## config.mk

```make
export PLATFORM = sky130hd
export DESIGN_NAME = bin_bcd_seq
export DESIGN_NICKNAME = d
export VERILOG_FILES = /design/src/rtl/bin_bcd_pkg.sv /design/src/rtl/bcd_digit_adj.sv /design/src/rtl/bin_bcd_seq.sv
export SDC_FILE = /design/constraint.sdc
export NUM_CORES = 1
export LEC_CHECK = 0
export CAP_MARGIN = 20
export CELL_PAD_IN_SITES_DETAIL_PLACEMENT = 1
export CELL_PAD_IN_SITES_GLOBAL_PLACEMENT = 1
export CORE_MARGIN = 4
export CORE_UTILIZATION = 37
export CTS_CLUSTER_SIZE = 10
export DETAILED_ROUTE_END_ITERATION = 6
export PLACE_DENSITY = 0.7
export SYNTH_ARGS = -nofsm -noshare
export SYNTH_HDL_FRONTEND = slang
export SYNTH_SLANG_ARGS = --single-unit
```

## constraint.sdc

```tcl
create_clock -name clk -period 1.6 [get_ports clk]
set_clock_uncertainty 0.15 [all_clocks]
set_input_delay 0.32 -clock clk [delete_from_list [all_inputs] [get_ports clk]]
set_output_delay 0.32 -clock clk [all_outputs]
set_load 0.01 [all_outputs]
```

## src/rtl/bin_bcd_pkg.sv

```systemverilog
// Shared types and elaboration helpers for the serial binary-to-BCD converter.
package bin_bcd_pkg;

  typedef enum logic [1:0] {
    IDLE  = 2'd0,
    SHIFT = 2'd1,
    DONE  = 2'd2
  } state_t;

  // Decimal digits needed to show the largest unsigned bin_w-bit value.
  function automatic int digits_needed(input int bin_w);
    longint unsigned v;
    int n;
    v = (64'd1 << bin_w) - 64'd1;
    n = 1;
    while (v >= 64'd10) begin
      v = v / 64'd10;
      n = n + 1;
    end
    return n;
  endfunction

endpackage

```

## src/rtl/bcd_digit_adj.sv

```systemverilog
// One BCD digit of the double-dabble correction: add 3 when the digit is 5 or more.
module bcd_digit_adj (
  input  logic [3:0] din,
  output logic [3:0] dout
);

  assign dout = (din >= 4'd5) ? din + 4'd3 : din;

endmodule

```

## src/rtl/bin_bcd_seq.sv

```systemverilog
// Serial binary-to-BCD converter (shift-and-add-3, one input bit per clock).
// Handshakes: a transfer happens on a rising edge where vld and rdy are both high.
module bin_bcd_seq
  import bin_bcd_pkg::*;
#(
  parameter int BIN_W  = 8,
  parameter int DIGITS = 3
) (
  input  logic                clk,
  input  logic                rst,
  input  logic                din_vld,
  output logic                din_rdy,
  input  logic [BIN_W-1:0]    bin_in,
  output logic                dout_vld,
  input  logic                dout_rdy,
  output logic [4*DIGITS-1:0] bcd_out,
  output logic                ovf,
  output logic                busy,
  output state_t              dbg_state
);

  localparam int BW = 4 * DIGITS;
  localparam int CW = $clog2(BIN_W);

  generate
    if (BIN_W < 2 || BIN_W > 32) begin : g_bad_width
      $fatal(1, "bin_bcd_seq: BIN_W=%0d outside 2..32", BIN_W);
    end
    if (DIGITS < 1 || DIGITS > 10) begin : g_bad_digits
      $fatal(1, "bin_bcd_seq: DIGITS=%0d outside 1..10", DIGITS);
    end
    if (DIGITS < digits_needed(BIN_W)) begin : g_small_digits
      $info("bin_bcd_seq: DIGITS=%0d below %0d needed, large inputs set ovf",
            DIGITS, digits_needed(BIN_W));
    end
  endgenerate

  state_t          state_q, state_d;
  logic [CW-1:0]   cnt_q, cnt_d;
  logic [BIN_W-1:0] sreg_q, sreg_d;
  logic [BW-1:0]   acc_q, acc_d;
  logic [BW-1:0]   bcd_q, bcd_d;
  logic            ovf_q, ovf_d;
  logic [BW-1:0]   adj;

  for (genvar d = 0; d < DIGITS; d++) begin : g_adj
    bcd_digit_adj u_adj (
      .din  (acc_q[4*d +: 4]),
      .dout (adj[4*d +: 4])
    );
  end

  always_comb begin
    state_d = state_q;
    cnt_d   = cnt_q;
    sreg_d  = sreg_q;
    acc_d   = acc_q;
    bcd_d   = bcd_q;
    ovf_d   = ovf_q;
    case (state_q)
      IDLE: begin
        if (din_vld) begin
          sreg_d  = bin_in;
          acc_d   = '0;
          ovf_d   = 1'b0;
          cnt_d   = '0;
          state_d = SHIFT;
        end
      end
      SHIFT: begin
        // The bit leaving the corrected top digit is worth 10**DIGITS.
        acc_d  = {adj[BW-2:0], sreg_q[BIN_W-1]};
        sreg_d = {sreg_q[BIN_W-2:0], 1'b0};
        ovf_d  = ovf_q | adj[BW-1];
        cnt_d  = cnt_q + 1'b1;
        if (cnt_q == CW'(BIN_W - 1)) begin
          state_d = DONE;
          bcd_d   = acc_d;
        end
      end
      DONE: begin
        if (dout_rdy) state_d = IDLE;
      end
      default: state_d = IDLE;
    endcase
  end

  always_ff @(posedge clk or posedge rst) begin
    if (rst) begin
      state_q <= IDLE;
      cnt_q   <= '0;
      sreg_q  <= '0;
      acc_q   <= '0;
      bcd_q   <= '0;
      ovf_q   <= 1'b0;
    end else begin
      state_q <= state_d;
      cnt_q   <= cnt_d;
      sreg_q  <= sreg_d;
      acc_q   <= acc_d;
      bcd_q   <= bcd_d;
      ovf_q   <= ovf_d;
    end
  end

  assign din_rdy   = (state_q == IDLE);
  assign busy      = (state_q == SHIFT);
  assign dout_vld  = (state_q == DONE);
  assign bcd_out   = bcd_q;
  assign ovf       = ovf_q;
  assign dbg_state = state_q;

endmodule
```

---- Word level (Yosys, flattened, before mapping) ----
Cells that the tools add are included.
storage, ports and cells
  input port bits ......................... 12
  bits in registers ....................... 38
  logic and storage cells ................. 40
cells by class
  equality and inequality tests ........... 6
  order comparisons ....................... 3
  bitwise operators ....................... 1
  reduce and logical (&&, ||, !) cells .... 5
  mux-type cells .......................... 15
  $add $sub $neg .......................... 4
operators with widths
  cell                                                                      number
  12-bit one-hot mux with 2 select lines                                    1
  8-bit one-hot mux with 2 select lines                                     1
  4-bit by 2-bit adder with 4-bit output (second input constant)            3
  4-bit by 3-bit >= comparator with 1-bit output (second input constant)    3
  12-bit 2-to-1 mux                                                         1
  4-bit 2-to-1 mux                                                          3
  8-bit 2-to-1 mux                                                          1
  2-bit 2-to-1 mux                                                          3
  2-bit one-hot mux with 3 select lines                                     1
  3-bit one-hot mux with 2 select lines                                     1
  2-bit by 1-bit inequality test with 1-bit output (second input constant)  2
  2-bit AND reduction                                                       2
  3-bit by 1-bit adder with 3-bit output (second input constant)            1
  3-bit equality test (second input constant)                               1
  3-bit 2-to-1 mux                                                          1
  3-bit AND reduction                                                       1
  2-bit by 1-bit equality test with 1-bit output (second input constant)    1
  2-bit equality test (second input constant)                               1
  2-bit zero test                                                           1
  2-bit inequality test (second input constant)                             1
  1-bit one-hot mux with 2 select lines                                     1
  2-bit nonzero test                                                        1
  1-bit 2-to-1 mux                                                          1
  1-bit bitwise OR                                                          1

---- Depth between registers and ports, before layout ----
Gate-level depths: netlist (run 1).
  word-level depth ........................ 4
  gate-level depth with buffers ........... 7
  mapped depth without buffers ............ 6

---- By module ----
From an unflattened synthesis (run 1), not the netlist that was laid out.
unflattened totals
  cell total of the unflattened synthesis .. 168
  area total of the unflattened synthesis .. 1915.6 µm²
by module, submodules not included
  module         instances  area each (µm²)  cells each
  bin_bcd_seq    1          1611.5           120
  bcd_digit_adj  3          101.3            16

---- Worst setup path after synthesis (run 1) ----
Ideal clock, no wire load.
  kind .................................... register to register
  start point ............................. register acc_q[0]
  end point ............................... register acc_q[2]
  clock period less this slack ............ 1610 ps
  stages on the path, launching flop included .. 7
  buffers on the path ..................... 0
  arrival time ............................ 1386 ps
  path slack .............................. -10 ps
  data required time ...................... 1376 ps
  path through ............................ dfrtp_1 inv_1 ha_1 nand2b_1 a21oi_2 mux2_4 o21ai_2
between the ends
  word-level cells in the longest chain between the ends .. 3
ends and longest elaborated chain
  what                                                                                                      RTL line            source
  start, declared                                                                                           bin_bcd_seq.sv:41   logic [BW-1:0] acc_q, acc_d;
  start signal, assigned                                                                                    bin_bcd_seq.sv:93   acc_q <= '0;
  start signal, assigned                                                                                    bin_bcd_seq.sv:100  acc_q <= acc_d;
  4-bit by 2-bit adder with 4-bit output or 4-bit by 3-bit >= comparator with 1-bit output (tied branches)  bcd_digit_adj.sv:7  assign dout = (din >= 4'd5) ? din + 4'd3 : din;
  4-bit 2-to-1 mux *                                                                                        bcd_digit_adj.sv:7
  12-bit one-hot mux with 2 select lines *                                                                  bin_bcd_seq.sv:60   case (state_q)
Every way passes the cells marked *; elsewhere a longest branch is shown, timed or not.
A chain may end at the register's enable or synchronous reset.

---- Worst setup path in the final report (run 1) ----
  start point ............................. register state_q[1] (netlist: dbg_state[1])
  end point ............................... output port dout_vld
between the ends
  word-level cells in the longest chain between the ends .. 1
ends and longest elaborated chain
  what                    RTL line            source
  start, declared         bin_bcd_seq.sv:38   state_t state_q, state_d;
  start signal, assigned  bin_bcd_seq.sv:97   state_q <= state_d;
  2-bit equality test     bin_bcd_seq.sv:108  assign dout_vld = (state_q == DONE);
  end, declared           bin_bcd_seq.sv:14   output logic dout_vld,
No other way between the ends.

==> results.json, run 1 <==
{
  "outcome": "complete, but fails checks",
  "violations": "negative setup slack",
  "synth_top_area_share_pct": 49.1,
  "whs_ns": 0.214,
  "synth.cell_area_um2": 1940,
  "portBuffers": 29,
  "cpPeakStageDelay_ns": 0.41,
  "critPathMaxFanout": 2,
  "crit_family": "flip-flops",
  "synth_ff_type": "dfrtp_1",
  "cts_tree": "built",
  "dpl.hpwl_mm": 3.60,
  "final-setup-viol-count": 4,
  "cp-start-kind": "register",
  "grt_pass1_vias": 1848,
  "dieArea_um2": 6450,
  "gr-total-overflow": 0,
  "hp-class": "in2async",
  "clock_latency_ns": 0.30,
  "diodes": 0,
  "viasPerCell": 5.05,
  "drc_errors": 0,
  "nFillCells": 570,
  "power_density_nw_per_um2": 2010,
  "rsz0062_at_grt": "yes",
  "maxSlewHeadroom_pct": 70.3,
  "p_int_mw": 3.46,
  "die_h_um": 80.3,
  "crit_type": "reg2out",
  "vdd_ir_drop_max_mv": 0.974,
  "ant_nets": 0,
  "pre_cts_ws_ns": -0.324,
  "grtUsageTotal_pct": 18.4,
  "cp_data_required_time_ns": 1.13,
  "antenna_found_initial": 0,
  "hold_viol": 0,
  "io_pins": 30,
  "ys_types": 30,
  "crit_top_cell": "buf_6",
  "clk_pin_slew_ns": 0.07,
  "period_share_pct": 102,
  "cp_num_buf_inv": 4,
  "yosys.area.top_type": "dfrtp_1",
  "post-synth-top-count-cell": "dfrtp_1",
  "layout.nets": 270,
  "fp-row-count": 26,
  "final-max-slew-violation-count": 0,
  "clockBufferDepth": 2,
  "clock_sinks": 38,
  "finalPower_mw": 5.81,
  "comb_power_share_pct": 56.7,
  "synthCells": 184,
  "p_seq_share_pct": 30.0,
  "p_switching_mw": 2.34,
  "vias": 1622,
  "synth_nets": 204,
  "fin_setup_tns_ns": -0.0821,
  "postSynthAreaPerCell_um2": 10.5,
  "synth_commonest_cells": "38 x dfrtp_1, 29 x nand2_1, 16 x o21ai_2",
  "wire_per_inst_um": 17.9,
  "p_leak_nw": 1.32,
  "drive_gt1_share_pct": 43.4,
  "endpoint_kind": "output port",
  "yosys-top-cells-area": "dfrtp_1 49%, o21ai_2 7.2%, nand2_1 5.6%",
  "gp_congestion": 0.776,
  "crit_chain": "buf_6 -> buf_6 -> nand2b_4 -> inv_2 -> buf_6",
  "syn2layout_area_growth_pct": 49.3,
  "max_freq_mhz": 612,
  "min_period_ns": 1.63,
  "drt_first_pass_iters": 4,
  "async_flop_share_pct": 100,
  "cts_buffers": 5,
  "cp_data_arrival_time_ns": 1.16,
  "grt_max_degree": 39,
  "ys_warn_count": 0,
  "synth_edf_count": 0,
  "layout_setup_ws_ns": -0.0329,
  "core_um2": 5070,
  "die_w_um": 80.3,
  "drt_iter0_markers": 58,
  "tightest_slew_ns": 0.445,
  "pwr-share-clk_pct": 13.4,
  "switching_share_pct": 40.4,
  "start_util_pct": 38.1,
  "root_buffer": "clkbuf_8",
  "h-tree-depth": 2,
  "grt_pass1_wl_mm": 8.99,
  "wl_mm": 5.74,
  "ys_seq_elements": 38,
  "crit_path_top_delay_cell": "dfrtp_1",
  "maxCapViolCount": 0,
  "ys_seq_area_share_pct": 49.1
}
==> timing repair <==
| item | 4_1_cts | 5_1_grt |
|---|---|---|
| setup endpoints to repair | 45 | 33 |
| hold buffers | 0 | 0 |
| pin swaps | 4 | 5 |
| cloned | 1 | 1 |
| resized for setup | 47 | 38 |
| buffers inserted | 6 | 7 |
| endpoints found under the hold margin | 0 | 0 |
==> per-layer routing <==
metal,vias up,track usage [%],share of wire [%]
li1,771,-,-
met1,813,20.3,39
met2,26,33.1,55
met3,12,3.70,2.8
met4,0,9.29,2.6
met5,-,0,0
==> power by group through the flow <==
stage | sequential (mW) | clock, mW | combinational (mW)
2_1_floorplan | 1.71 | 0 | 1.53
3_3_place_gp | 1.66 | 0 | 2.48
3_5_place_dp | 1.71 | 0 | 2.66
4_1_cts | 1.70 | 0.796 | 2.83
5_1_grt | 1.80 | 0.847 | 3.58
6_report | 1.74 | 0.776 | 3.29
==> cell usage in the layout, fill, tap and decap left out, types with 2 or more instances in the layout <==
cell type and n:
mux2_4 4, a21oi_1 9, nor3_1 3, nand3_1 2, o21ai_1 4, inv_2 6, ha_4 4, o21bai_4 3
clkdlybuf4s50_1 10, o21ai_2 16, xnor2_2 2, a22o_1 3, buf_6 10, inv_1 3, nor2_1 2, clkbuf_8 8
nand2_1 29, nor3b_1 6, a21oi_4 3, o21ai_0 13, a22oi_1 3, buf_12 2, dfrtp_2 2, ha_2 3
dlygate4sd2_1 14, dfrtp_1 36, a21oi_2 3, nand2b_4 5, buf_4 28, nor3b_2 2
==> metrics by stage <==
| step | area (µm²) | util (%) | cells |
|---|---|---|---|
| 6_report | 2890 | 57.0 | 321 |
| 3_3_place_gp | 2450 | 48.3 | 298 |
| 4_1_cts | 2670 | 52.6 | 313 |
| 2_1_floorplan | 1940 | - | 184 |
| 3_5_place_dp | 2450 | 48.3 | 298 |
| 5_1_grt | 2890 | 57.0 | 321 |
==> worst paths after layout <==
check | startpoint | slack (ns) | to | cells past startpoint
max reg2reg | acc_q[8] | -0.03 | bcd_out[10] | 6
min reg2reg | bcd_out[9] | 0.34 | bcd_out[9] | 2
min | rst | 0.21 | sreg_q[6] | 3
max | dbg_state[1] | -0.03 | dout_vld | 5
min in group clk | bcd_out[9] | 0.34 | bcd_out[9] | 2
max in group asynchronous | rst | 0.88 | acc_q[8] | 3
==> flip-flops by register name, summed over array words and instances, names as in the netlist <==
name / cells
acc_q: 12
bcd_out: 12
cnt_q: 3
dbg_state: 2
ovf: 1
sreg_q: 8
==> final cells by class <==
cell class                 count  area, µm²  area share (%)
inverter                      11       48.8            1.69
sequential                    38        953            33.0
tap                           70       87.6            3.03
timing repair buffer          65        598            20.7
multi-input combinational    129       1090            37.8
clock buffer                   8        110            3.81
==> kinds of logic (layout without fill, tap and decap cells) <==
| logic type | Yosys count | in the layout | share of synthesized area (%) |
|---|---|---|---|
| AND/OR/NAND/NOR | 52 | 52 | 13.4 |
| multiplexers | 4 | 4 | 3.10 |
| adder cells (fa/ha/maj) | 8 | 8 | 5.17 |
| XOR/XNOR | 4 | 4 | 1.81 |
| AO/OA/AOI/OAI | 59 | 61 | 21.5 |
| buffers and inverters | 19 | 84 | 5.88 |
| flip-flops | 38 | 38 | 49.1 |
==> worst register-to-register path: cells and delay by family (launching register included) <==
family	cells	cell delay, ns
buffers and inverters	1	0.11
adders and majority gates	1	0.16
and+or+nand+nor	1	0.06
muxes	1	0.34
DFF	1	0.45
AOI/OAI and AO/OA	2	0.28
Power figures use the tool's default switching activity.
==> run 2: changes to the inputs <==
--- a/config.mk
+++ b/config.mk
@@ -12,6 +12,7 @@
 export CORE_UTILIZATION = 37
 export CTS_CLUSTER_SIZE = 10
 export DETAILED_ROUTE_END_ITERATION = 6
+export MAX_ROUTING_LAYER = met4
 export PLACE_DENSITY = 0.7
 export SYNTH_ARGS = -nofsm -noshare
 export SYNTH_HDL_FRONTEND = slang
==> results.json, run 2 (synthesis results as in run 1) <==
{
  "outcome": "complete, but fails checks",
  "violations": "negative setup slack",
  "cpPeakStageDelay_ns": 0.41,
  "cp-start-kind": "register",
  "fp-row-count": 26,
  "power_density_nw_per_um2": 2000,
  "antenna_found_initial": 0,
  "wl_mm": 5.69,
  "regToRegStartpoint": "acc_q[8]",
  "die_h_um": 80.3,
  "vias": 1644,
  "drive_gt1_share_pct": 44.0,
  "clock_sinks": 38,
  "core_um2": 5070,
  "clockBufferDepth": 2,
  "drc_errors": 0,
  "maxSlewHeadroom_pct": 70.3,
  "tightest_slew_ns": 0.445,
  "io_pins": 30,
  "final-setup-viol-count": 4,
  "endpoint_kind": "output port",
  "crit_family": "flip-flops",
  "root_buffer": "clkbuf_8",
  "cp_data_required_time_ns": 1.13,
  "min_period_ns": 1.63,
  "pwr-share-clk_pct": 13.5,
  "pre_cts_ws_ns": -0.324,
  "layout_commonest_cell": "dfrtp_1",
  "gp_congestion": 0.787,
  "layout_setup_ws_ns": -0.0317,
  "start_util_pct": 38.1,
  "crit_chain": "buf_6 -> buf_6 -> nand2b_4 -> inv_2 -> buf_6",
  "clock_latency_ns": 0.30,
  "final-max-slew-violation-count": 0,
  "crit_type": "reg2out",
  "ctsHoldBuffers": 0,
  "vdd_ir_drop_max_mv": 0.972,
  "switching_share_pct": 40.2,
  "comb_power_share_pct": 56.6,
  "period_share_pct": 102,
  "cp_data_arrival_time_ns": 1.16,
  "die_w_um": 80.3,
  "cts_buffers": 5,
  "layout_common_cells": "35 x dfrtp_1, 29 x nand2_1, 29 x buf_4, 16 x o21ai_2",
  "regToRegEndpoint": "bcd_out[10]",
  "nFillCells": 565,
  "h-tree-depth": 2,
  "finalPower_mw": 5.82,
  "critPathMaxFanout": 2,
  "p_seq_share_pct": 29.9,
  "syn2layout_area_growth_pct": 50.3,
  "max_freq_mhz": 613,
  "viasPerCell": 5.11,
  "cp_num_buf_inv": 4,
  "grt_pass1_vias": 1853,
  "top_usage_layer": "met2",
  "drt_iter0_markers": 64,
  "dpl.hpwl_mm": 3.60,
  "grtUsageTotal_pct": 18.8,
  "wire_per_inst_um": 17.7,
  "portBuffers": 29,
  "p_switching_mw": 2.34,
  "rsz0062_at_grt": "yes",
  "crit_top_cell": "buf_6",
  "cts_tree": "built",
  "layout.nets": 271,
  "drt_first_pass_iters": 4,
  "met3_usage_pct": 3.59,
  "grtUsageMet2_pct": 33.2,
  "ant_nets": 0,
  "crit_path_top_delay_cell": "dfrtp_1",
  "grt_max_degree": 39,
  "dieArea_um2": 6450,
  "clk_pin_slew_ns": 0.07,
  "gr-total-overflow": 0,
  "grt_pass1_wl_mm": 8.96,
  "r2r_slack_ns": -0.03,
  "rr_worst_depth": 6,
  "p_leak_nw": 1.33,
  "fin_setup_tns_ns": -0.0969,
  "whs_ns": 0.217,
  "grtUsageMet1_pct": 20.2,
  "diodes": 0,
  "p_int_mw": 3.48,
  "hp-class": "in2async",
  "hold_viol": 0,
  "post-route-util_pct": 57.3,
  "maxCapViolCount": 0
}
## run 2: worst max path at each step
stage,slack [ns],end,cells after the start,from
floorplan,0.0009,acc_q[10],6,acc_q[8]
finish,-0.03,dout_vld,5,dbg_state[1]
detailed placement,-0.32,sreg_q[1],5,din_vld
CTS,-0.04,dout_vld,5,dbg_state[1]
global route,-0.09,bcd_out[10],6,acc_q[8]
global placement,-0.20,sreg_q[1],5,din_vld
## run 2: worst reg2reg max path, stage by stage (launching register included)
cell,delay [ns]
dfrtp_2,0.45
inv_4,0.11
ha_4,0.16
nand2b_4,0.06
a21oi_4,0.18
mux2_4,0.34
o21ai_2,0.11
## run 2: area by class of cell
cell class	count	area [µm²]	area share (%)
Timing Repair Buffer	66	606	20.8
Tap cell	70	87.6	3.01
Clock buffer	8	110	3.78
Sequential cell	38	955	32.8
Multi-Input combinational cell	129	1100	37.9
Inverter	11	48.8	1.68
## run 2: routing by layer
| layer | wire length, µm | share of wire (%) |
|---|---|---|
| met5 | 0 | 0 |
| met1 | 2270 | 40 |
| met2 | 3080 | 54 |
| met3 | 168 | 3.0 |
| met4 | 176 | 3.1 |
## run 2: metrics by stage
stage,instance area (µm²),instances
2_1_floorplan,1940,184
3_3_place_gp,2450,298
3_5_place_dp,2450,298
4_1_cts,2670,313
5_1_grt,2910,322
6_report,2910,322
## run 2: power by group through the flow
stage	combinational [mW]	clock, mW	sequential, mW
after CTS	2.83	0.796	1.70
after detailed placement	2.66	0	1.71
after global placement	2.48	0	1.66
after global routing	3.60	0.847	1.80
final	3.29	0.783	1.74
after floorplan	1.53	0	1.71
## run 2: what timing repair did
item,4_1_cts,5_1_grt
hold endpoints to repair,0,0
cloned,1,1
buffers inserted,6,8
resized for setup,47,39
pin swaps,4,7
setup endpoints to repair,45,33
==> run 3: changes to the inputs <==
==> constraint.sdc (replaced) <==
create_clock -name clk -period 1.6 [get_ports clk]
set_clock_uncertainty 0.15 [all_clocks]
set_input_delay 0.32 -clock clk [delete_from_list [all_inputs] [get_ports clk]]
set_output_delay 0.32 -clock clk [all_outputs]
set_load 0.05 [all_outputs]
==> results.json, run 3 (synthesis results as in run 1) <==
{
  "power_density_nw_per_um2": 2250,
  "crit_type": "reg2out",
  "cts_tree": "built",
  "p_leak_nw": 1.32,
  "gp_congestion": 0.743,
  "outcome": "complete, but fails checks",
  "gr-total-overflow": 0,
  "viasPerCell": 5.13,
  "wire_per_inst_um": 16.4,
  "ant_nets": 0,
  "antenna_found_initial": 0,
  "die_h_um": 80.3,
  "layout_commonest_cell": "dfrtp_1",
  "min_period_ns": 1.66,
  "layout.nets": 268,
  "rsz0062_at_grt": "yes",
  "start_util_pct": 38.1,
  "violations": "negative setup slack",
  "grt_pass1_vias": 1675,
  "cts_buffers": 5,
  "clock_latency_ns": 0.29,
  "drt_first_pass_iters": 4,
  "grtUsageTotal_pct": 16.9,
  "cp-start-kind": "register",
  "finalPower_mw": 6.76,
  "critPathMaxFanout": 5,
  "diodes": 0,
  "layout_setup_ws_ns": -0.0581,
  "dp_cells": 295,
  "portBuffers": 29,
  "maxSlewHeadroom_pct": 65.1,
  "drt_iter0_markers": 70,
  "endpoint_kind": "output port",
  "maxCapViolCount": 0,
  "layout.cells.non_filler": 319,
  "layout_common_cells": "36 x dfrtp_1, 29 x nand2_1, 29 x buf_4, 20 x buf_12, 16 x o21ai_2",
  "tightest_slew_ns": 0.522,
  "cp_data_arrival_time_ns": 1.19,
  "hp-class": "in2async",
  "dieArea_um2": 6450,
  "clockBufferDepth": 2,
  "hold_viol": 0,
  "wl_mm": 5.23,
  "fp-row-count": 26,
  "root_buffer": "clkbuf_8",
  "final-max-slew-violation-count": 0,
  "max_freq_mhz": 603,
  "clock_sinks": 38,
  "period_share_pct": 104,
  "vdd_ir_drop_max_mv": 0.919,
  "clk_pin_slew_ns": 0.08,
  "die_w_um": 80.3,
  "grt_pass1_wl_mm": 8.22,
  "core_um2": 5070,
  "dpl.hpwl_mm": 3.35,
  "io_pins": 30,
  "syn2layout_area_growth_pct": 54.9,
  "final-setup-viol-count": 3,
  "cp_data_required_time_ns": 1.13,
  "drive_gt1_share_pct": 47.4,
  "h-tree-depth": 2,
  "vias": 1637,
  "grt_max_degree": 39,
  "drc_errors": 0,
  "nFillCells": 563
}
run 3: changes by cell type in the layout (fill, tap and decap cells not counted), sizes merged:
cell,previous run,this run
buf,41,53
clkbuf,8,6
clkinvlp,0,2
o21bai,3,2
dlygate4sd2,14,0
run 3: path summary, 6_finish.rpt:
check,slack (ns),from,cells after the start,endpoint
worst min register to register,0.34,sreg_q[3],2,sreg_q[3]
worst max-delay path,-0.06,dbg_state[1],3,din_rdy
worst max register to register,0.01,acc_q[8],5,acc_q[10]
worst min-delay path,0.23,rst,3,acc_q[1]
max in group asynchronous,0.86,rst,3,dbg_state[0]
min in group clk,0.34,sreg_q[3],2,sreg_q[3]
run 3: power breakdown:
group / total, mW / switching, mW / internal [mW]
Combinational: 4.26 / 2.13 / 2.14
Sequential: 1.80 / 0.444 / 1.36
Clock: 0.694 / 0.347 / 0.347
Total: 6.76 / 2.92 / 3.84
run 3: through the flow:
| step | hold WS (ns) | setup slack [ns] | util [%] | setup TNS, ns | instance area [µm²] |
|---|---|---|---|---|---|
| 6_report | 0.234 | -0.0581 | 59.1 | -0.140 | 3000 |
| 2_1_floorplan | 0.277 | 0.000897 | - | 0 | 1960 |
| 3_5_place_dp | 0.323 | -0.297 | 51.7 | -4.55 | 2620 |
| 5_1_grt | 0.246 | -0.116 | 59.1 | -0.580 | 3000 |
| 3_3_place_gp | 0.315 | -0.184 | 51.7 | -2.22 | 2620 |
| 4_1_cts | 0.239 | -0.0440 | 56.3 | -0.120 | 2860 |
run 3: cell type report:
type | count | area, µm² | area share [%]
multi-input cells | 128 | 1030 | 34.5
flip-flops and latches | 38 | 953 | 31.8
repair buffers | 64 | 776 | 25.9
well taps | 70 | 87.6 | 2.92
clock buffers | 6 | 82.6 | 2.75
inverters | 11 | 52.6 | 1.75
clock inverters | 2 | 12.5 | 0.417
run 3: routing by layer:
| metal | routed length, µm | GRT usage (%) | vias up |
|---|---|---|---|
| met1 | 1960 | 19.2 | 830 |
| met3 | 139 | 3.03 | 5 |
| met2 | 3080 | 30.7 | 29 |
| li1 | - | - | 773 |
| met4 | 53 | 4.05 | 0 |
| met5 | 0 | - | - |
run 3: what timing repair did:
item                       in CTS  in global routing
pin swaps                       3                  3
buffers inserted                6                 10
hold buffers                    0                  0
gates cloned                    0                  1
setup endpoints to repair      17                 26
gates resized for setup        18                 21
run 3: worst max-delay path, stage by stage (launching register included):
cell     delay [ns]
dfrtp_2        0.48
buf_6          0.16
nor2_4         0.12
buf_12         0.15
